===== config.mk =====
export PLATFORM = sky130hd
export DESIGN_NAME = uart_reg_arbiter
export DESIGN_NICKNAME = d
export VERILOG_FILES = /design/src/rtl/uart_arb_pkg.sv /design/src/rtl/rr_pick.sv /design/src/rtl/uart_reg_arbiter.sv
export SDC_FILE = /design/constraint.sdc
export NUM_CORES = 1
export LEC_CHECK = 0
export ABC_AREA = 0
export CORE_MARGIN = 5
export CORE_UTILIZATION = 30
export DETAILED_ROUTE_END_ITERATION = 16
export PLACE_DENSITY_LB_ADDON = 0.2
export SLEW_MARGIN = 20
export SYNTH_ARGS = -nofsm -noshare
export SYNTH_HDL_FRONTEND = slang
export SYNTH_SLANG_ARGS = --single-unit

===== constraint.sdc =====
create_clock -name clk -period 1.7 [get_ports clk]
set_clock_uncertainty 0.1 [all_clocks]
set_input_delay 0.34 -clock clk [delete_from_list [all_inputs] [get_ports clk]]
set_output_delay 0.34 -clock clk [all_outputs]
set_load 0.005 [all_outputs]

===== src/rtl/uart_arb_pkg.sv =====
// Shared types and constants for the UART register-port arbiter.
//   ADDR_W_DEF / DATA_W_DEF : default register address / data widths
//   arb_state_t             : arbiter FSM states
//   REG_*                   : UART register addresses used by sequencers
package uart_arb_pkg;

  localparam int unsigned ADDR_W_DEF = 4;
  localparam int unsigned DATA_W_DEF = 32;

  localparam logic [3:0] REG_CONFIG   = 4'd4;
  localparam logic [3:0] REG_TX_DATA  = 4'd7;
  localparam logic [3:0] REG_BAUD_DIV = 4'd9;

  typedef enum logic [1:0] {
    IDLE  = 2'd0,
    GRANT = 2'd1,
    GAP   = 2'd2
  } arb_state_t;

endpackage


===== src/rtl/rr_pick.sv =====
// Combinational round-robin picker.
//   req   : per-requester request vector
//   ptr   : index of the last winner; scanning starts at ptr+1
//   win   : one-hot winner (zero when nothing is requested)
//   valid : at least one request present
module rr_pick #(
  parameter int unsigned N_REQ = 2,
  parameter int unsigned PTR_W = $clog2(N_REQ)
) (
  input  logic [N_REQ-1:0] req,
  input  logic [PTR_W-1:0] ptr,
  output logic [N_REQ-1:0] win,
  output logic             valid
);

  logic [PTR_W-1:0] idx;
  logic             found;

  // First set request scanning ptr+1, ptr+2, ... wrapping modulo N_REQ.
  always_comb begin
    win   = '0;
    found = 1'b0;
    idx   = '0;
    for (int k = 1; k <= int'(N_REQ); k++) begin
      idx = PTR_W'((int'(ptr) + k) % int'(N_REQ));
      if (!found && req[idx]) begin
        win[idx] = 1'b1;
        found    = 1'b1;
      end
    end
  end

  assign valid = |req;

endmodule


===== src/rtl/uart_reg_arbiter.sv =====
// Round-robin arbiter sharing the single UART register port among N_REQ
// requesters, with locked multi-beat bursts capped at MAX_BURST beats while
// others wait.
//   clk, reset           : clock, synchronous active-low reset
//   req/lock/wr          : per-requester request, burst lock, beat type (1=write)
//   addr/wdata           : packed per-requester address and write data
//   gnt                  : registered one-hot grant
//   rvalid/rdata         : read-data pulse per requester, shared captured data
//   uart_write/uart_addr/uart_data_in : muxed register port toward the UART
//   uart_data_out        : read data returned by the UART
module uart_reg_arbiter
  import uart_arb_pkg::*;
#(
  parameter int unsigned N_REQ     = 2,
  parameter int unsigned ADDR_W    = ADDR_W_DEF,
  parameter int unsigned DATA_W    = DATA_W_DEF,
  parameter int unsigned MAX_BURST = 4
) (
  input  logic                    clk,
  input  logic                    reset,
  input  logic [N_REQ-1:0]        req,
  input  logic [N_REQ-1:0]        lock,
  input  logic [N_REQ-1:0]        wr,
  input  logic [N_REQ*ADDR_W-1:0] addr,
  input  logic [N_REQ*DATA_W-1:0] wdata,
  output logic [N_REQ-1:0]        gnt,
  output logic [N_REQ-1:0]        rvalid,
  output logic [DATA_W-1:0]       rdata,
  output logic                    uart_write,
  output logic [ADDR_W-1:0]       uart_addr,
  output logic [DATA_W-1:0]       uart_data_in,
  input  logic [DATA_W-1:0]       uart_data_out
);

  localparam int unsigned PTR_W = $clog2(N_REQ);
  localparam int unsigned CNT_W = $clog2(MAX_BURST + 1);
  localparam logic [CNT_W-1:0] MAX_CNT = CNT_W'(MAX_BURST);

  arb_state_t        state, state_n;
  logic [N_REQ-1:0]  gnt_n, rvalid_n, win;
  logic [PTR_W-1:0]  ptr, ptr_n, win_idx;
  logic [CNT_W-1:0]  cnt, cnt_n, cnt_inc;
  logic [DATA_W-1:0] rdata_n, data_hold, sel_wdata;
  logic [ADDR_W-1:0] addr_hold, sel_addr;
  logic              sel_req, sel_lock, sel_wr;
  logic              beat, others, pick_valid;

  rr_pick #(
    .N_REQ (N_REQ),
    .PTR_W (PTR_W)
  ) u_pick (
    .req   (req),
    .ptr   (ptr),
    .win   (win),
    .valid (pick_valid)
  );

  // Owner's request fields and winner index, selected by constant slices.
  always_comb begin
    sel_req   = 1'b0;
    sel_lock  = 1'b0;
    sel_wr    = 1'b0;
    sel_addr  = '0;
    sel_wdata = '0;
    win_idx   = '0;
    for (int i = 0; i < int'(N_REQ); i++) begin
      if (gnt[i]) begin
        sel_req   = req[i];
        sel_lock  = lock[i];
        sel_wr    = wr[i];
        sel_addr  = addr[i*ADDR_W +: ADDR_W];
        sel_wdata = wdata[i*DATA_W +: DATA_W];
      end
      if (win[i]) begin
        win_idx = PTR_W'(i);
      end
    end
  end

  // A beat is suppressed while reset is asserted so no UART write escapes.
  assign beat         = reset && (state == GRANT) && sel_req;
  assign others       = |(req & ~gnt);
  assign uart_write   = beat && sel_wr;
  assign uart_addr    = beat ? sel_addr  : addr_hold;
  assign uart_data_in = beat ? sel_wdata : data_hold;
  assign cnt_inc      = (cnt == MAX_CNT) ? cnt : cnt + CNT_W'(1);

  // Next-state, grant, beat counting and read capture.
  always_comb begin
    state_n  = state;
    gnt_n    = gnt;
    ptr_n    = ptr;
    cnt_n    = cnt;
    rvalid_n = '0;
    rdata_n  = rdata;
    case (state)
      IDLE, GAP: begin
        if (pick_valid) begin
          state_n = GRANT;
          gnt_n   = win;
          ptr_n   = win_idx;
          cnt_n   = '0;
        end else begin
          state_n = IDLE;
          gnt_n   = '0;
        end
      end
      GRANT: begin
        if (beat) begin
          cnt_n = cnt_inc;
          if (!sel_wr) begin
            rvalid_n = gnt;
            rdata_n  = uart_data_out;
          end
        end
        // Saturated count only forces release once someone else is waiting.
        if (!sel_req || !sel_lock || ((cnt_inc == MAX_CNT) && others)) begin
          state_n = GAP;
          gnt_n   = '0;
        end
      end
      default: begin
        state_n = IDLE;
        gnt_n   = '0;
      end
    endcase
  end

  // State and output registers; address/data hold the last beat's values.
  always_ff @(posedge clk) begin
    if (!reset) begin
      state     <= IDLE;
      gnt       <= '0;
      ptr       <= PTR_W'(N_REQ - 1);
      cnt       <= '0;
      rvalid    <= '0;
      rdata     <= '0;
      addr_hold <= '0;
      data_hold <= '0;
    end else begin
      state  <= state_n;
      gnt    <= gnt_n;
      ptr    <= ptr_n;
      cnt    <= cnt_n;
      rvalid <= rvalid_n;
      rdata  <= rdata_n;
      if (beat) begin
        addr_hold <= sel_addr;
        data_hold <= sel_wdata;
      end
    end
  end

endmodule


==> flow_summary.yaml, run 1 <==
run_status:
  status: "finished with violations"
  violations: "setup timing"
clock_tree:
  cts_num_sinks: 78
  numCtsBuffers: 9
  clockRootBuffer: "clkbuf_16"
  path_clk_slew_ns: 0.06
  ctsLongestPathBuffers: 2
  clk_latency_ns: 0.34
  htree_levels: 3
  cts_hold_buf: 0
  cts_tree: "yes"
worst_hold_path:
  worst_hold_path_type: "flip-flop to flip-flop"
cells_and_area:
  multi_input_area_sq_mm: 0.00207
  final_cell_count_no_fill: 824
  layout_commonest_cell: "clkdlybuf4s50_1"
  seq_area_sq_mm: 0.00157
  layout_common_cells: "clkdlybuf4s50_1, buf_4, dfxtp_1, nor2_1, buf_2"
  fin_nets: 790
  area_growth_pct: 104
  fillers: 954
  stdcell_area_sq_mm: 0.00720
  num_antenna_cells: 0
  drive_gt1_share_pct: 37.0
detailed_routing:
  drtAntennaViolNets: 0
  wl_um: 13800
  dr.pass1.iters: 4
  top_layer_used: "met4"
  post_drt_wl_per_cell_um: 16.7
  vias: 4009
  met1_length_um: 5300
  via_per_inst: 4.87
  drc: 0
  dr_wl_met2_um: 7340
  drt_iter0_markers: 150
  route.met3.wl_um: 1010
sta:
  slew-limit-headroom_pct: 72.4
  rsz0062_at_grt: "true"
  setup_tns_ns: -20.99
  hold_viol_final: 0
  final_max_slew_viol_count: 0
  clock.fmax_mhz: 454
  tightestPinTransition_ns: 0.414
  finalCritPeriodShare_pct: 130
  fin_ws_ns: -0.502
  min_period_ns: 2.20
  setup_viol: 71
yosys:
  synth-seq-area-share_pct: 44.2
  ys_types: 37
  yosysWarnings: 0
  synth_cells: 393
  synth.avg_cell_area_sq_um: 8.99
  ys_ff_latch: 78
  syn-cell-area_sq_mm: 0.00353
  syn-num-nets: 507
grt:
  grt_pass1_vias: 4192
  grt.overflow.total: 0
  grt_use_total_pct: 18.7
  grt_pass1_wl_um: 21500
  grt_max_degree: 31
  antenna_found_initial: 0
floorplanning:
  start_util_pct: 30.8
  io_pins: 185
  rows: 39
  die-width_um: 119
  core_area_sq_mm: 0.0115
  die_h_um: 119
  die-area_sq_mm: 0.0140
place:
  post_dp_cell_area_sq_mm: 0.00612
  hpwl_um: 8980
  dp.cells: 777
  io_buffers: 184
  place_ws_ns: -0.971
  place.gp.congestion: 0.805
setup_path:
  path_class: "flip-flop to primary output"
  start_kind: "flip-flop"
  critPathRequiredTime_ns: 1.26
  path_max_fanout: 6
  endpoint_kind: "primary output"
  worstPathArrival_ns: 1.76
pwr:
  power_density_mw_per_mm2: 701
  leakage_uw: 0.00280
  vdd_drop_max_mv: 0.765
  power.total_uw: 5050
run:
  drv_cap: 0
==> cell families after synthesis <==
group                      count (synthesis)  synth area share [%]
AOI/OAI and AO/OA                        130                  26.0
adders and majority gates                  2                 0.708
buffers and inverters                     39                  6.16
muxes                                     32                  9.07
and+or+nand+nor                          112                  13.9
DFF                                       78                  44.2
==> metal layers <==
layer / up-vias / global-route usage, %
met5: - / 0
met4: 0 / 3.54
met3: 10 / 7.74
met2: 121 / 35.0
met1: 1884 / 19.8
li1: 1994 / -
==> cells in the mapped netlist <==
| library cell | n | share of area [%] |
|---|---|---|
| a211o_1 | 1 | 0.25 |
| nor2b_4 | 1 | 0.39 |
| and3_1 | 1 | 0.18 |
| inv_1 | 4 | 0.42 |
| ha_1 | 2 | 0.71 |
| dfxtp_1 | 78 | 44 |
| o22ai_1 | 4 | 0.71 |
| nand2_1 | 33 | 3.5 |
| nand3b_2 | 1 | 0.32 |
| o21ai_1 | 2 | 0.28 |
| nand2b_1 | 2 | 0.35 |
| buf_2 | 12 | 1.7 |
| o21bai_1 | 1 | 0.21 |
| or3_1 | 1 | 0.18 |
| inv_2 | 1 | 0.11 |
| buf_1 | 1 | 0.11 |
| buf_6 | 5 | 1.6 |
| a21oi_2 | 2 | 0.50 |
| nand3_1 | 6 | 0.85 |
| a211oi_2 | 6 | 2.1 |
| mux2i_1 | 32 | 9.1 |
| a211oi_1 | 30 | 6.4 |
| and2_1 | 2 | 0.35 |
| a2111oi_0 | 1 | 0.25 |
| o21ai_0 | 2 | 0.28 |
| a41o_1 | 1 | 0.28 |
| nand3b_1 | 2 | 0.42 |
| a22oi_1 | 37 | 7.9 |
| nor2_1 | 60 | 6.4 |
| a21oi_1 | 40 | 5.7 |
| nand3b_4 | 1 | 0.57 |
| buf_4 | 5 | 1.1 |
| a221oi_4 | 1 | 0.74 |
| o2111ai_1 | 1 | 0.25 |
| nor2b_1 | 2 | 0.35 |
| o31ai_1 | 1 | 0.21 |
| clkbuf_1 | 11 | 1.2 |
==> final timing paths <==
path | cells after the start | start | slack, ns | to
max | 8 | gnt[1] | -0.50 | uart_data_in[19]
min | 2 | rdata[19] | 0.35 | rdata[19]
max reg2reg | 9 | gnt[1] | -0.18 | rdata[7]
min reg2reg | 2 | rdata[19] | 0.35 | rdata[19]
==> timing repair <==
| item | CTS | global route |
|---|---|---|
| buffers inserted | 10 | 12 |
| gates cloned | 10 | 3 |
| pin swaps | 5 | 13 |
| setup endpoints to repair | 76 | 85 |
| gates resized for setup | 205 | 61 |
==> report_power, final <==
part | total (uW) | internal (uW) | switching, uW
clock network | 2240 | 1440 | 800
logic | 932 | 570 | 363
registers | 1880 | 1860 | 20.4
==> flip-flops by register name (all words and copies together) (netlist names) <==
| register | count |
|---|---|
| rvalid | 2 |
| addr_hold | 4 |
| cnt | 3 |
| rdata | 32 |
| ptr | 1 |
| data_hold | 32 |
| gnt | 2 |
| state | 2 |
==> worst max-delay path: stages, from the launching register on <==
cell      delay [ns]
dfxtp_4         0.36
nand3b_4        0.17
a21oi_4         0.17
buf_12          0.15
buf_8           0.13
buf_12          0.13
buf_8           0.11
a21oi_2         0.05
buf_2           0.13
==> layout make-up <==
class                           instances  share of cell area (%)
Clock buffer                            9                    3.13
Multi-Input combinational cell        276                    28.7
Timing Repair Buffer                  306                    42.0
Clock inverter                          7                    1.68
Inverter                                5                   0.261
Tap cell                              143                    2.48
Sequential cell                        78                    21.8
==> through the flow <==
stage,util (%),hold WS [ns]
final,62.8,0.354
after global routing,62.8,0.371
after floorplan,-,0.351
after CTS,59.7,0.357
after detailed placement,53.4,0.351
after global placement,53.4,0.342
No activity file was read; power rests on OpenSTA's default activity.
==> run 2, diff against run 1 <==
==> constraint.sdc (replaced) <==
create_clock -name clk -period 1.8 [get_ports clk]
set_clock_uncertainty 0.1 [all_clocks]
set_input_delay 0.36 -clock clk [delete_from_list [all_inputs] [get_ports clk]]
set_output_delay 0.36 -clock clk [all_outputs]
set_load 0.005 [all_outputs]
==> run 2 against run 1 <==
Against the previous run:
- the run still ends with setup timing left
- first-iteration DRC count grew 3.3%
- non-clock buffer count grew 3
- final area shrank 3.1%
==> flow_summary.yaml, run 2 (same netlist as run 1, synthesis figures left out) <==
grt:
  antenna_found_initial: 0
  grt.overflow.total: 0
  grt_use_total_pct: 18.1
  grt_max_degree: 31
  grt_pass1_vias: 4217
  grt_pass1_wl_um: 21100
setup_path:
  cpMaxStageDelayCell: "dfxtp_4"
  cp_slowest_stage_delay_ns: 0.37
  crit_top_cell: "buf_4"
  rrSetupSlack_ns: -0.22
  worstPathArrival_ns: 1.77
  endpoint_kind: "primary output"
  path_class: "flip-flop to primary output"
  path_max_fanout: 12
  crit_chain: "buf_4, nor2b_4, buf_6, buf_12, buf_4, a22oi_1, a21oi_2, buf_2"
  start_kind: "flip-flop"
  critPathRequiredTime_ns: 1.34
clock_tree:
  cts_num_sinks: 78
  cts_hold_buf: 0
  numCtsBuffers: 9
  cts_tree: "yes"
  ctsLongestPathBuffers: 2
  clk_latency_ns: 0.33
  path_clk_slew_ns: 0.06
  htree_levels: 3
  clockRootBuffer: "clkbuf_16"
run:
  drv_cap: 0
sta:
  clock.fmax_mhz: 449
  final_max_slew_viol_count: 0
  finalCritPeriodShare_pct: 124
  slew-limit-headroom_pct: 75.1
  holdWs_ns: 0.361
  min_period_ns: 2.23
  hold_viol_final: 0
  tightestPinTransition_ns: 0.365
  setup_tns_ns: -16.78
  fin_ws_ns: -0.426
  setup_viol: 58
  rsz0062_at_grt: "true"
cells_and_area:
  top_regs: "data_hold (32), rdata (32), addr_hold (4)"
  layout_commonest_cell: "clkdlybuf4s50_1"
  layout_common_cells: "clkdlybuf4s50_1, buf_4, dfxtp_1, nor2_1, buf_2"
  fillers: 993
  drive_gt1_share_pct: 36.0
  num_antenna_cells: 0
  area_growth_pct: 97.7
  stdcell_area_sq_mm: 0.00698
  fin_nets: 793
floorplanning:
  core_area_sq_mm: 0.0115
  io_pins: 185
  die-width_um: 119
  die-area_sq_mm: 0.0140
  die_h_um: 119
  rows: 39
  start_util_pct: 30.8
detailed_routing:
  drt_iter0_markers: 155
  dr.pass1.iters: 4
  drc: 0
  wl_um: 13600
  post_drt_wl_per_cell_um: 16.4
  via_per_inst: 4.91
  vias: 4060
  drtAntennaViolNets: 0
place:
  io_buffers: 184
  place.gp.congestion: 0.848
  place_ws_ns: -0.999
  hpwl_um: 8980
  post_dp_cell_area_sq_mm: 0.00609
pwr:
  power_density_mw_per_mm2: 610
  leakage_uw: 0.00273
  vdd_drop_max_mv: 0.474
run_status:
  status: "finished with violations"
  violations: "setup timing"
worst_hold_path:
  worst_hold_path_type: "flip-flop to flip-flop"
==> run 2: changes by cell type in the layout (fill, tap and decap cells not counted), moves of 5 or more <==
| cell | before | now |
|---|---|---|
| a22oi_2 | 9 | 14 |
| a211oi_1 | 21 | 30 |
| a22oi_1 | 28 | 23 |
| a211oi_2 | 15 | 6 |
| buf_4 | 80 | 89 |
==> run 2: worst paths after layout <==
| path | end | start | depth (start not counted) |
|---|---|---|---|
| setup / recovery | uart_data_in[17] | gnt[1] | 8 |
| hold / removal | rdata[20] | rdata[20] | 2 |
| setup reg to reg | rdata[15] | gnt[1] | 9 |
| hold reg to reg | rdata[20] | rdata[20] | 2 |
==> run 2: what timing repair did <==
item	in CTS	in global routing
gates resized for setup	202	50
pin swaps	10	7
setup endpoints to repair	73	62
gates cloned	7	3
buffers inserted	24	7
==> run 2: worst max-delay path: cells and delay by family, from the launching register on <==
kind	cells	cell delay (ns)
buf+inv	5	0.70
flops	1	0.37
compound gates	2	0.32
simple gates	1	0.05
==> run 2: stage by stage <==
step,power [uW],util (%),std cells
2_1_floorplan,2050,-,393
3_3_place_gp,2550,53.1,774
3_5_place_dp,2570,53.1,774
4_1_cts,4280,58.8,820
5_1_grt,4460,60.9,827
6_report,4260,60.9,827
==> run 2: cell type report <==
cell class,count,area [sq um],area share [%]
timing repair buffer,309,2940,42.1
multi-input combinational,276,2010,28.8
sequential,78,1570,22.5
clock buffer,10,229,3.28
tap,143,179,2.56
clock inverter,6,38.8,0.555
inverter,5,18.8,0.269
==> run 2: where the power goes <==
group / leakage [uW] / internal (uW) / switching (uW)
sequential: 0.000632 / 1760 / 19.1
combinational: 0.00197 / 518 / 330
clock: 0.000128 / 928 / 709
==> run 2: routing by layer <==
metal	GRT usage, %	routed length (um)
met1	20.3	5470
met2	32.3	7100
met3	6.40	845
met4	5.53	153
met5	0	0
